--- src/rtl/seq_alu.sv ---
// seq_alu: registered, width-parametrised ALU with valid/ready handshakes on
// both the operand side and the result side.
//
// Ports:
//   clk        system clock, all state updates on the rising edge
//   rst        synchronous, active-high reset
//   in_valid   operand/op presented by the source
//   in_ready   block can accept an operation this cycle
//   op[2:0]    000 add, 001 sub, 010 mul, 011 and, 100 or, 101 xor,
//              110 slt (signed), 111 eq
//   a, b       operands (WIDTH bits)
//   out_valid  result and flags valid
//   out_ready  consumer takes the result this cycle
//   result     registered result (WIDTH bits)
//   zero_f     result == 0
//   over_f     signed overflow
//   cout_f     carry out / multiply high part nonzero
//
// Build option: define SEQ_ALU_MUL_EN to build the multi-cycle shift-add
// multiplier (op 010 takes WIDTH cycles). Without it, op 010 completes in one
// cycle with result 0, zero_f 1, cout_f 0, over_f 0.

module seq_alu #(
  parameter int unsigned WIDTH = 8
) (
  input  logic             clk,
  input  logic             rst,
  input  logic             in_valid,
  output logic             in_ready,
  input  logic [2:0]       op,
  input  logic [WIDTH-1:0] a,
  input  logic [WIDTH-1:0] b,
  output logic             out_valid,
  input  logic             out_ready,
  output logic [WIDTH-1:0] result,
  output logic             zero_f,
  output logic             over_f,
  output logic             cout_f
);

  localparam int unsigned MSB = WIDTH - 1;

  typedef enum logic [2:0] {
    OP_ADD = 3'b000,
    OP_SUB = 3'b001,
    OP_MUL = 3'b010,
    OP_AND = 3'b011,
    OP_OR  = 3'b100,
    OP_XOR = 3'b101,
    OP_SLT = 3'b110,
    OP_EQ  = 3'b111
  } op_t;

  // ---------------------------------------------------------------------------
  // Single-cycle datapath
  // ---------------------------------------------------------------------------
  logic [WIDTH:0]   w_sum;
  logic [WIDTH:0]   w_diff;
  logic             w_add_ovf;
  logic             w_sub_ovf;
  logic [WIDTH-1:0] w_alu_res;
  logic             w_alu_c;
  logic             w_alu_v;

  assign w_sum  = {1'b0, a} + {1'b0, b};
  assign w_diff = {1'b0, a} + {1'b0, ~b} + (WIDTH+1)'(1);

  // Overflow when both addends share a sign and the sum's sign differs;
  // for subtraction the second addend is ~b, whose sign is the inverse of b.
  assign w_add_ovf = (a[MSB] == b[MSB]) && (w_sum[MSB]  != a[MSB]);
  assign w_sub_ovf = (a[MSB] != b[MSB]) && (w_diff[MSB] != a[MSB]);

  always_comb begin
    w_alu_res = '0;
    w_alu_c   = 1'b0;
    w_alu_v   = 1'b0;
    case (op_t'(op))
      OP_ADD: begin
        w_alu_res = w_sum[WIDTH-1:0];
        w_alu_c   = w_sum[WIDTH];
        w_alu_v   = w_add_ovf;
      end
      OP_SUB: begin
        w_alu_res = w_diff[WIDTH-1:0];
        w_alu_c   = w_diff[WIDTH];
        w_alu_v   = w_sub_ovf;
      end
      OP_AND: w_alu_res = a & b;
      OP_OR:  w_alu_res = a | b;
      OP_XOR: w_alu_res = a ^ b;
      OP_SLT: begin
        w_alu_res = WIDTH'(w_diff[MSB] ^ w_sub_ovf);
        w_alu_c   = w_diff[WIDTH];
        w_alu_v   = w_sub_ovf;
      end
      OP_EQ: begin
        w_alu_res = WIDTH'(w_diff[WIDTH-1:0] == '0);
        w_alu_c   = w_diff[WIDTH];
        w_alu_v   = w_sub_ovf;
      end
      default: ;  // OP_MUL: zero result on the single-cycle path
    endcase
  end

  // ---------------------------------------------------------------------------
  // Control and registered outputs
  // ---------------------------------------------------------------------------
  logic             r_out_valid, w_out_valid_nxt;
  logic [WIDTH-1:0] r_result,    w_result_nxt;
  logic             r_zero,      w_zero_nxt;
  logic             r_over,      w_over_nxt;
  logic             r_cout,      w_cout_nxt;
  logic             w_idle;
  logic             w_accept;

`ifdef SEQ_ALU_MUL_EN
  localparam int unsigned CNT_W = $clog2(WIDTH) + 1;

  typedef enum logic {S_IDLE, S_MUL} state_t;

  state_t             r_state,  w_state_nxt;
  logic [2*WIDTH-1:0] r_mcand,  w_mcand_nxt;
  logic [WIDTH-1:0]   r_mplier, w_mplier_nxt;
  logic [2*WIDTH-1:0] r_acc,    w_acc_nxt;
  logic [CNT_W-1:0]   r_cnt,    w_cnt_nxt;
  logic [2*WIDTH-1:0] w_acc_step;

  assign w_idle     = (r_state == S_IDLE);
  assign w_acc_step = r_acc + (r_mplier[0] ? r_mcand : '0);
`else
  assign w_idle = 1'b1;
`endif

  assign in_ready = w_idle && (!r_out_valid || out_ready);
  assign w_accept = in_valid && in_ready;

  always_comb begin
    w_out_valid_nxt = r_out_valid;
    w_result_nxt    = r_result;
    w_zero_nxt      = r_zero;
    w_over_nxt      = r_over;
    w_cout_nxt      = r_cout;
`ifdef SEQ_ALU_MUL_EN
    w_state_nxt     = r_state;
    w_mcand_nxt     = r_mcand;
    w_mplier_nxt    = r_mplier;
    w_acc_nxt       = r_acc;
    w_cnt_nxt       = r_cnt;
`endif

    // A consumed result disappears unless a new one is loaded at the same edge.
    if (out_ready) begin
      w_out_valid_nxt = 1'b0;
    end

    if (w_accept) begin
`ifdef SEQ_ALU_MUL_EN
      if (op_t'(op) == OP_MUL) begin
        w_state_nxt     = S_MUL;
        w_mcand_nxt     = {{WIDTH{1'b0}}, a};
        w_mplier_nxt    = b;
        w_acc_nxt       = '0;
        w_cnt_nxt       = '0;
        w_out_valid_nxt = 1'b0;
      end else
`endif
      begin
        w_result_nxt    = w_alu_res;
        w_zero_nxt      = (w_alu_res == '0);
        w_over_nxt      = w_alu_v;
        w_cout_nxt      = w_alu_c;
        w_out_valid_nxt = 1'b1;
      end
    end

`ifdef SEQ_ALU_MUL_EN
    if (r_state == S_MUL) begin
      w_acc_nxt    = w_acc_step;
      w_mcand_nxt  = r_mcand << 1;
      w_mplier_nxt = r_mplier >> 1;
      w_cnt_nxt    = r_cnt + CNT_W'(1);
      // The last step's sum goes straight to the outputs so the result lands
      // exactly WIDTH edges after the accepting edge.
      if (r_cnt == CNT_W'(WIDTH - 1)) begin
        w_state_nxt     = S_IDLE;
        w_result_nxt    = w_acc_step[WIDTH-1:0];
        w_zero_nxt      = (w_acc_step[WIDTH-1:0] == '0);
        w_over_nxt      = 1'b0;
        w_cout_nxt      = |w_acc_step[2*WIDTH-1:WIDTH];
        w_out_valid_nxt = 1'b1;
      end
    end
`endif
  end

  always_ff @(posedge clk) begin
    if (rst) begin
      r_out_valid <= 1'b0;
      r_result    <= '0;
      r_zero      <= 1'b0;
      r_over      <= 1'b0;
      r_cout      <= 1'b0;
`ifdef SEQ_ALU_MUL_EN
      r_state     <= S_IDLE;
      r_mcand     <= '0;
      r_mplier    <= '0;
      r_acc       <= '0;
      r_cnt       <= '0;
`endif
    end else begin
      r_out_valid <= w_out_valid_nxt;
      r_result    <= w_result_nxt;
      r_zero      <= w_zero_nxt;
      r_over      <= w_over_nxt;
      r_cout      <= w_cout_nxt;
`ifdef SEQ_ALU_MUL_EN
      r_state     <= w_state_nxt;
      r_mcand     <= w_mcand_nxt;
      r_mplier    <= w_mplier_nxt;
      r_acc       <= w_acc_nxt;
      r_cnt       <= w_cnt_nxt;
`endif
    end
  end

  assign out_valid = r_out_valid;
  assign result    = r_result;
  assign zero_f    = r_zero;
  assign over_f    = r_over;
  assign cout_f    = r_cout;

endmodule

--- config.mk ---
export PLATFORM = sky130hd
export DESIGN_NAME = seq_alu
export DESIGN_NICKNAME = d
export VERILOG_FILES = /design/src/rtl/seq_alu.sv
export SDC_FILE = /design/constraint.sdc
export NUM_CORES = 1
export LEC_CHECK = 0
export BUFFER_PORTS_ARGS = -buffer_cell sky130_fd_sc_hd__buf_2
export CAP_MARGIN = 20
export CORE_ASPECT_RATIO = 0.8
export CORE_UTILIZATION = 47
export DETAILED_ROUTE_END_ITERATION = 10
export GPL_TIMING_DRIVEN = 0
export PLACE_DENSITY = 0.83
export SLEW_MARGIN = 20
export SYNTH_ARGS = -nofsm -noshare
export SYNTH_HDL_FRONTEND = slang
export SYNTH_SLANG_ARGS = --single-unit
--- constraint.sdc ---
create_clock -name clk -period 2.9 [get_ports clk]
set_input_delay 0.145 -clock clk [delete_from_list [all_inputs] [get_ports clk]]
set_output_delay 0.145 -clock clk [all_outputs]
set_load 0.01 [all_outputs]
# ---- Yosys cells after proc, flatten, opt, wreduce, memory -nomap -nowiden
# Index checks and enable logic that the tools add are counted.
dict set report classes {
  add_sub_neg 3
  muxes 5
  n_lt_le_gt_ge 0
  n_eq_ne 10
  n_bitwise 5
  reduce_logical 10
  div_mod_pow 0
  shift 0
  mul 0
}
# operator count
set ops {}
lappend ops {{$pmux W8 S7} 1}
lappend ops {{$add A8 B8 Y9} 2}
lappend ops {{$logic_not A8 Y1} 2}
lappend ops {{$eq A3 B3 Y1 const B} 4}
lappend ops {{$add A9 B1 Y9 const B} 1}
lappend ops {{$and A8 B8 Y8} 1}
lappend ops {{$not A8 Y8} 1}
lappend ops {{$or A8 B8 Y8} 1}
lappend ops {{$xor A8 B8 Y8} 1}
lappend ops {{$pmux W1 S2} 2}
lappend ops {{$eq A3 B1 Y1 const B} 1}
lappend ops {{$eq A3 B2 Y1 const B} 1}
lappend ops {{$logic_and A1 B1 Y1} 3}
lappend ops {{$logic_not A3 Y1} 1}
lappend ops {{$ne A1 B1 Y1} 3}
lappend ops {{$reduce_or A3 Y1} 1}
lappend ops {{$mux W1} 2}
lappend ops {{$reduce_bool A2 Y1} 1}
lappend ops {{$eq A1 B1 Y1} 1}
lappend ops {{$logic_not A1 Y1} 1}
lappend ops {{$logic_or A1 B1 Y1} 1}
lappend ops {{$xor A1 B1 Y1} 1}
dict set report word_totals {
  mem_bits_ro 0
  latch_bits 0
  wordCells 38
  in_bits 23
  mem_count 0
  output_inout_bits 13
  ramBits 0
  regBits 12
}

# ---- Depth between registers and ports, before layout
# Gate-level depths: netlist of run 1.
dict set report depth {
  word_depth 8
  ltp_mapped 17
  mapped_depth_nobuf 16
}

# ---- Worst setup path after synthesis of run 1
# OpenSTA, ideal clock, no wires.
dict set report synth_timing {
  path_kind {input port to flip-flop}
  start {in a[1]}
  end {reg r_zero (netlist: zero_f)}
  required_time_ps 2784
  setup_ps 116
  arrival_ps 3074
  stages 16
  slack_ps -290
  cell_sequence {inv_1 ha_1 nor2_1 o311ai_1 a21oi_1 o21ai_0 nand2b_1 a21o_1 fa_1 nor4bb_1 nand2_1 a211oi_1 o311ai_0 o21a_1 and2_1 a31o_1}
}
dict set report synth_via {
  elab_chain_len 7
  elab_cells_between_ends 12
  cone_classes {3 x add/sub; 1 x eq/ne; 1 x mux; 4 x bitwise; 3 x reduce/logical}
}
# item line
set synth_rtl {}
lappend synth_rtl {{start: declaration} 31} ;# input logic [WIDTH-1:0] a,
lappend synth_rtl {{$add A8 B8 Y9} 66} ;# assign w_diff = {1'b0, a} + {1'b0, ~b} + (WIDTH+1)'(1);
lappend synth_rtl {{$add A9 B1 Y9} 66}
lappend synth_rtl {{$ne A1 B1 Y1} 71} ;# assign w_sub_ovf = (a[MSB] != b[MSB]) && (w_diff[MSB] != a[MSB]);
lappend synth_rtl {{$logic_and A1 B1 Y1} 71}
lappend synth_rtl {{$xor A1 B1 Y1} 92} ;# w_alu_res = WIDTH'(w_diff[MSB] ^ w_sub_ovf);
lappend synth_rtl {{$pmux W8 S7 (*)} 77} ;# case (op_t'(op))
lappend synth_rtl {{$logic_not A8 Y1 (*)} 169} ;# w_zero_nxt = (w_alu_res == '0);
lappend synth_rtl {{end signal: assignment} 213} ;# r_zero <= w_zero_nxt;
lappend synth_rtl {{end: declaration} 110} ;# logic r_zero, w_zero_nxt;
# Every way passes the cells marked *; elsewhere a longest branch is shown, timed or not.
# A chain may end at the register's enable or synchronous reset.

# ---- Final worst setup path of run 1
# Ends and elaborated chain as after synthesis.

==> flow_summary.json, run 1 <==
{
  "outcome": "finished, violations left",
  "violations": "design-rule violations, negative setup slack",
  "ant_nets": 0,
  "cts.path.max_buffers": 2,
  "grt_usage_pct": 25.0,
  "yosysTopAreaCellShare_pct": 16.9,
  "drive_gt1_share_pct": 28.5,
  "diodes": 0,
  "grt_max_degree": 11,
  "worstMarginPinSlew_ps": 906,
  "crit_path_start": "a[1]",
  "syn_nets": 281,
  "synth_edf_count": 0,
  "ys_types": 49,
  "die_w_um": 70.6,
  "grt_pass1_vias": 1678,
  "wl_um": 4880,
  "rr_endpoint": "cout_f",
  "wl_per_cell_um": 15.3,
  "cellLeakagePower_nw": 1.04,
  "ff2ff_setup_slack_ps": 1340,
  "period_share_pct": 103,
  "dr.pass1.iters": 8,
  "startpoint_type": "input pin",
  "crit_path_end_kind": "flip-flop",
  "nNetsFinal": 329,
  "fin_skew_ps": 4.10,
  "finalHoldViolCount": 0,
  "power_w": 0.000713,
  "placement.io_buffers": 34,
  "syn_area_um2": 1770,
  "cts_sinks": 12,
  "dr.first_iter.drc_count": 163,
  "path_class": "in -> reg",
  "cts_root_buffer": "clkbuf_8",
  "timing.critical_path.to": "zero_f",
  "post-route-util_pct": 64.4,
  "setup_viol": 2,
  "path_clk_slew_ps": 50,
  "clock_latency_ps": 240,
  "route.detailed.drc": 2,
  "grt_pass1_wl_um": 7950,
  "fp-row-count": 19,
  "initial_core_util_pct": 50.4,
  "setup_tns_ps": -130,
  "antenna_found_initial": 0,
  "synth_cells": 231,
  "rsz0062_at_grt": "yes",
  "yosys.area.top_type": "ha_1",
  "ctsHoldBuffers": 0,
  "core_um2": 3520,
  "dp_hpwl_um": 3710,
  "avgSynthCellArea_um2": 7.67,
  "synth-seq-area-share_pct": 13.6,
  "p_per_area_nw_per_um2": 315,
  "syn2layout_area_growth_pct": 27.8,
  "ir_drop_v": 0.000270,
  "synth_seq_cells": 12,
  "vias": 1919,
  "synth_area_leaders": "ha_1 17%, dfxtp_1 14%, inv_1 5.1%",
  "r2r_start": "out_valid",
  "crit_fanout": 3,
  "io-pin-count": 36,
  "arrival_ps": 3120,
  "rr_worst_depth": 6,
  "relSlewSlack_pct": 39.2,
  "vias_per_cell": 6.02,
  "fin_area_um2": 2260,
  "async_flop_share_pct": 0,
  "min_period_ps": 2990,
  "routabilityCongestion": 0.971,
  "cts_buffers": 3,
  "die_area_um2": 4020,
  "drv_slew": 0,
  "drv_cap": 0,
  "min_path_type": "in -> reg",
  "yosys_warnings": 0,
  "fmax_mhz": 335,
  "cts_tree": "built",
  "setup_ws_ps": -86.7,
  "synth-main-ff-cell": "dfxtp_1",
  "htree_levels": 1,
  "grt.overflow.total": 0,
  "post_dp_cell_area_um2": 2050,
  "die_height_um": 56.9,
  "worst-endpoint-required_ps": 3030
}
layout by cell type, fill, tap and decap left out, types with 5 or more instances in the layout:
| master | instances |
|---|---|
| nand2_1 | 16 |
| ha_4 | 5 |
| buf_2 | 33 |
| inv_1 | 18 |
| ha_1 | 18 |
| a21oi_1 | 12 |
| o21ai_0 | 8 |
| clkbuf_1 | 8 |
| dfxtp_1 | 12 |
| nor2_1 | 23 |
| a211oi_1 | 9 |
| buf_4 | 15 |
how the worst min path moves through the flow:
stage               cells past startpoint  startpoint  slack [ps]         to
floorplan                               1         rst         220  result[2]
global placement                        2         rst         360  result[2]
detailed placement                      2         rst         360  result[2]
CTS                                     2         rst         120  result[2]
global route                            2         rst         110  result[2]
finish                                  2         rst         110  result[2]
stage by stage:
stage | cells | hold slack (ps) | setup WS, ps
floorplan | 231 | 224 | 2.57
global placement | 307 | 361 | -550
detailed placement | 307 | 362 | -550
CTS | 314 | 116 | -83.8
global route | 319 | 108 | -206
finish | 319 | 111 | -86.7
sequential cells by signal, summed over array words and instances (netlist names):
register / flops
over_f: 1
result: 8
cout_f: 1
out_valid: 1
zero_f: 1
layer usage:
| metal | track usage [%] | share of wire [%] | vias to the layer above |
|---|---|---|---|
| met5 | 0 | 0 | - |
| met4 | 2.29 | 0.35 | 0 |
| met3 | 5.57 | 9.3 | 4 |
| met2 | 40.2 | 45 | 97 |
| met1 | 35.8 | 45 | 903 |
| li1 | - | - | 915 |
critical path: stages:
cell and delay [ps]:
buf_12 90, inv_8 30, ha_4 260, nor2_4 40, o311ai_4 260, a21oi_2 110
o21ai_1 140, nand2b_1 100, a21o_1 220, fa_2 450, nor4bb_2 290, nand2_1 120
a211oi_2 210, o311ai_1 120, o21a_1 210, and2_1 140, a31o_1 160
Yosys cell counts, types with 2 or more instances:
cell type	n
ha_1	24
inv_1	24
nor2_1	24
nand2_1	16
a21oi_1	13
dfxtp_1	12
a211oi_1	11
o21ai_0	9
clkbuf_1	8
nand2b_1	5
a21o_1	4
buf_2	4
mux2i_1	4
o211ai_1	4
o21a_1	4
o311ai_0	4
o31a_1	4
xnor2_1	4
a221o_1	3
buf_6	3
fa_1	3
nand3b_1	3
nor3_1	3
o221ai_1	3
a221oi_1	2
and2_1	2
and3_1	2
and3b_1	2
buf_4	2
nor2b_1	2
nor3b_1	2
o21bai_1	2
o31ai_1	2
xor2_1	2
final cells by class:
cell class              count  area [um2]
plain buffers              15        82.6
clock buffers               3        41.3
flip-flops and latches     12         240
inverters                  24         103
multi-input cells         178        1460
repair buffers             45         283
well taps                  42        52.6
fillers                   305        1250
power by group:
part	switching, W	internal [W]	total [W]
Combinational	0.000207	0.000171	0.000378
Clock	0.0000589	0.0000914	0.000150
Sequential	0.00000589	0.000179	0.000184
Total	0.000272	0.000441	0.000713
cells by family (layout without fill, tap and decap cells):
| family | count (synthesis) | after routing | synth area share (%) |
|---|---|---|---|
| AND/OR/NAND/NOR | 67 | 67 | 19.1 |
| buffers and inverters | 41 | 87 | 10.7 |
| flip-flops | 12 | 12 | 13.6 |
| adder cells (fa/ha/maj) | 27 | 27 | 20.3 |
| XOR/XNOR | 6 | 6 | 2.97 |
| AO/OA/AOI/OAI | 73 | 73 | 30.4 |
| multiplexers | 5 | 5 | 2.90 |
what timing repair did:
action / CTS / global route
gates resized for setup: 19 / 9
buffers inserted: 5 / 6
pin swaps: 12 / 4
setup endpoints to repair: 2 / 2
gates cloned: 0 / 0
(Power assumes the default switching activity.)
==> run 2: changes to the inputs <==
--- a/config.mk
+++ b/config.mk
@@ -8,10 +8,10 @@
 export BUFFER_PORTS_ARGS = -buffer_cell sky130_fd_sc_hd__buf_2
 export CAP_MARGIN = 20
 export CORE_ASPECT_RATIO = 0.8
-export CORE_UTILIZATION = 47
+export CORE_UTILIZATION = 55
 export DETAILED_ROUTE_END_ITERATION = 10
 export GPL_TIMING_DRIVEN = 0
-export PLACE_DENSITY = 0.83
+export PLACE_DENSITY = 0.89
 export SLEW_MARGIN = 20
 export SYNTH_ARGS = -nofsm -noshare
 export SYNTH_HDL_FRONTEND = slang
==> constraint.sdc (replaced) <==
create_clock -name clk -period 3.4 [get_ports clk]
set_input_delay 0.17 -clock clk [delete_from_list [all_inputs] [get_ports clk]]
set_output_delay 0.17 -clock clk [all_outputs]
set_load 0.01 [all_outputs]
==> flow_summary.json, run 2 (synthesis results as in run 1) <==
{
  "die_w_um": 65.5,
  "p_sw_w": 0.000227,
  "grt_max_degree": 11,
  "arrival_ps": 3410,
  "route.detailed.drc": 0,
  "worst-endpoint-required_ps": 3540,
  "outcome": "finished clean",
  "worstMarginPinSlew_ps": 858,
  "core_um2": 3090,
  "die_area_um2": 3450,
  "switching_share_pct": 38.8,
  "fmax_mhz": 306,
  "dp_hpwl_um": 3640,
  "p_int_w": 0.000358,
  "die_height_um": 52.8,
  "clock_latency_ps": 250,
  "wl_um": 4720,
  "placement.io_buffers": 34,
  "fp-row-count": 18,
  "drv_cap": 0,
  "grt_pass1_vias": 1570,
  "path_class": "in -> reg",
  "crit_path_top_delay_cell": "fa_1",
  "worstPathCellList": "buf_2, inv_1, ha_4, nor2_1, o311ai_2, a21oi_2, o21ai_1, nand2b_1, a21o_1, fa_1, nor4bb_2, nand2_1, a211oi_2, o311ai_1, o21a_1, and2_1, a31o_1",
  "startpoint_type": "input pin",
  "setup_viol": 0,
  "nNetsFinal": 324,
  "power.share.clock_pct": 22.7,
  "cts_buffers": 3,
  "crit_path_end_kind": "flip-flop",
  "pwr-share-seq_pct": 26.9,
  "vias": 1916,
  "dp_cells": 305,
  "layout_commonest_cell": "buf_2",
  "drive_gt1_share_pct": 22.1,
  "cts_sinks": 12,
  "path_clk_slew_ps": 50,
  "ant_nets": 0,
  "cts_tree": "built",
  "wl_per_cell_um": 15.1,
  "drv_slew": 0,
  "io-pin-count": 36,
  "worst-path-buf-inv": 2,
  "relSlewSlack_pct": 42.4,
  "diodes": 0,
  "whs_ps": 128,
  "nFillCells": 265,
  "largest_reg_flops": 8,
  "min_period_ps": 3260,
  "crit_fanout": 4,
  "period_share_pct": 96.0,
  "cpLargestDelayFamily": "compound AO/OA/AOI/OAI gates",
  "vias_per_cell": 6.14,
  "fin_cells": 312,
  "grt_usage_pct": 28.5,
  "dr.first_iter.drc_count": 190,
  "max_stage_delay_ps": 480,
  "min_path_type": "in -> reg",
  "layout_common_cells": "38 x buf_2, 24 x nor2_1, 23 x inv_1, 23 x ha_1, 16 x nand2_1",
  "cts_root_buffer": "clkbuf_8",
  "finalHoldViolCount": 0,
  "p_comb_share_pct": 50.4,
  "grt_pass1_wl_um": 7390,
  "dr.pass1.iters": 7,
  "ctsHoldBuffers": 0,
  "ir_drop_v": 0.000184,
  "cellLeakagePower_nw": 1.00,
  "setup_tns_ps": 0,
  "htree_levels": 1,
  "routabilityCongestion": 0.920,
  "syn2layout_area_growth_pct": 18.4,
  "grt.overflow.total": 0,
  "fin_skew_ps": 2.26,
  "antenna_found_initial": 0,
  "cts.path.max_buffers": 2,
  "p_per_area_nw_per_um2": 279,
  "initial_core_util_pct": 57.4
}
## run 2: changes by cell type in the layout (fill, tap and decap cells not counted), moves of 2 or more
cell / change
inv_4: -2
ha_1: +5
buf_2: +5
inv_2: -2
ha_4: -4
buf_4: -9
inv_1: +5
## run 2: worst paths after layout
path              from   endpoint  slack [ps]  cells past startpoint
max               b[1]     zero_f         140                     17
min                rst  result[2]         130                      2
max reg2reg  out_valid     cout_f        1850                      6
min reg2reg     cout_f     cout_f         500                      2
## run 2: final cells by class
class	instances	area [um2]	share of cell area (%)
well taps	40	50.0	2.39
inverters	24	90.1	4.29
multi-input cells	178	1380	65.7
plain buffers	17	98.8	4.71
flip-flops and latches	12	240	11.4
clock buffers	3	41.3	1.97
repair buffers	38	200	9.54
## run 2: routing by layer
layer	GRT usage (%)	vias up	part of all wire [%]	wire (um)
li1	-	906	-	-
met1	40.2	893	44	2080
met2	44.7	112	45	2130
met3	5.87	5	10	481
met4	5.07	0	0.68	32
met5	0	-	0	0
## run 2: power by group through the flow
stage / Clock [W] / Combinational [W] / Sequential [W]
6_report: 0.000133 / 0.000295 / 0.000157
5_1_grt: 0.000141 / 0.000323 / 0.000159
4_1_cts: 0.000134 / 0.000276 / 0.000157
3_5_place_dp: 0 / 0.000268 / 0.000160
3_3_place_gp: 0 / 0.000261 / 0.000160
2_1_floorplan: 0 / 0.000187 / 0.000166
## run 2: metrics by stage
stage	cell area (um2)	power, W	setup WS (ps)	util (%)
after floorplan	1770	0.000353	185	-
after global placement	1990	0.000420	-355	64.6
after detailed placement	1990	0.000428	-415	64.6
after CTS	2050	0.000568	9.43	66.5
after global routing	2100	0.000623	-19.1	68.0
final	2100	0.000585	136	68.0
## run 2: what timing repair did
| action | in CTS | in global routing |
|---|---|---|
| setup buffers | 1 | 3 |
| pin swaps | 4 | 5 |
| endpoints found under the setup margin | 2 | 2 |
| gates resized for setup | 3 | 5 |
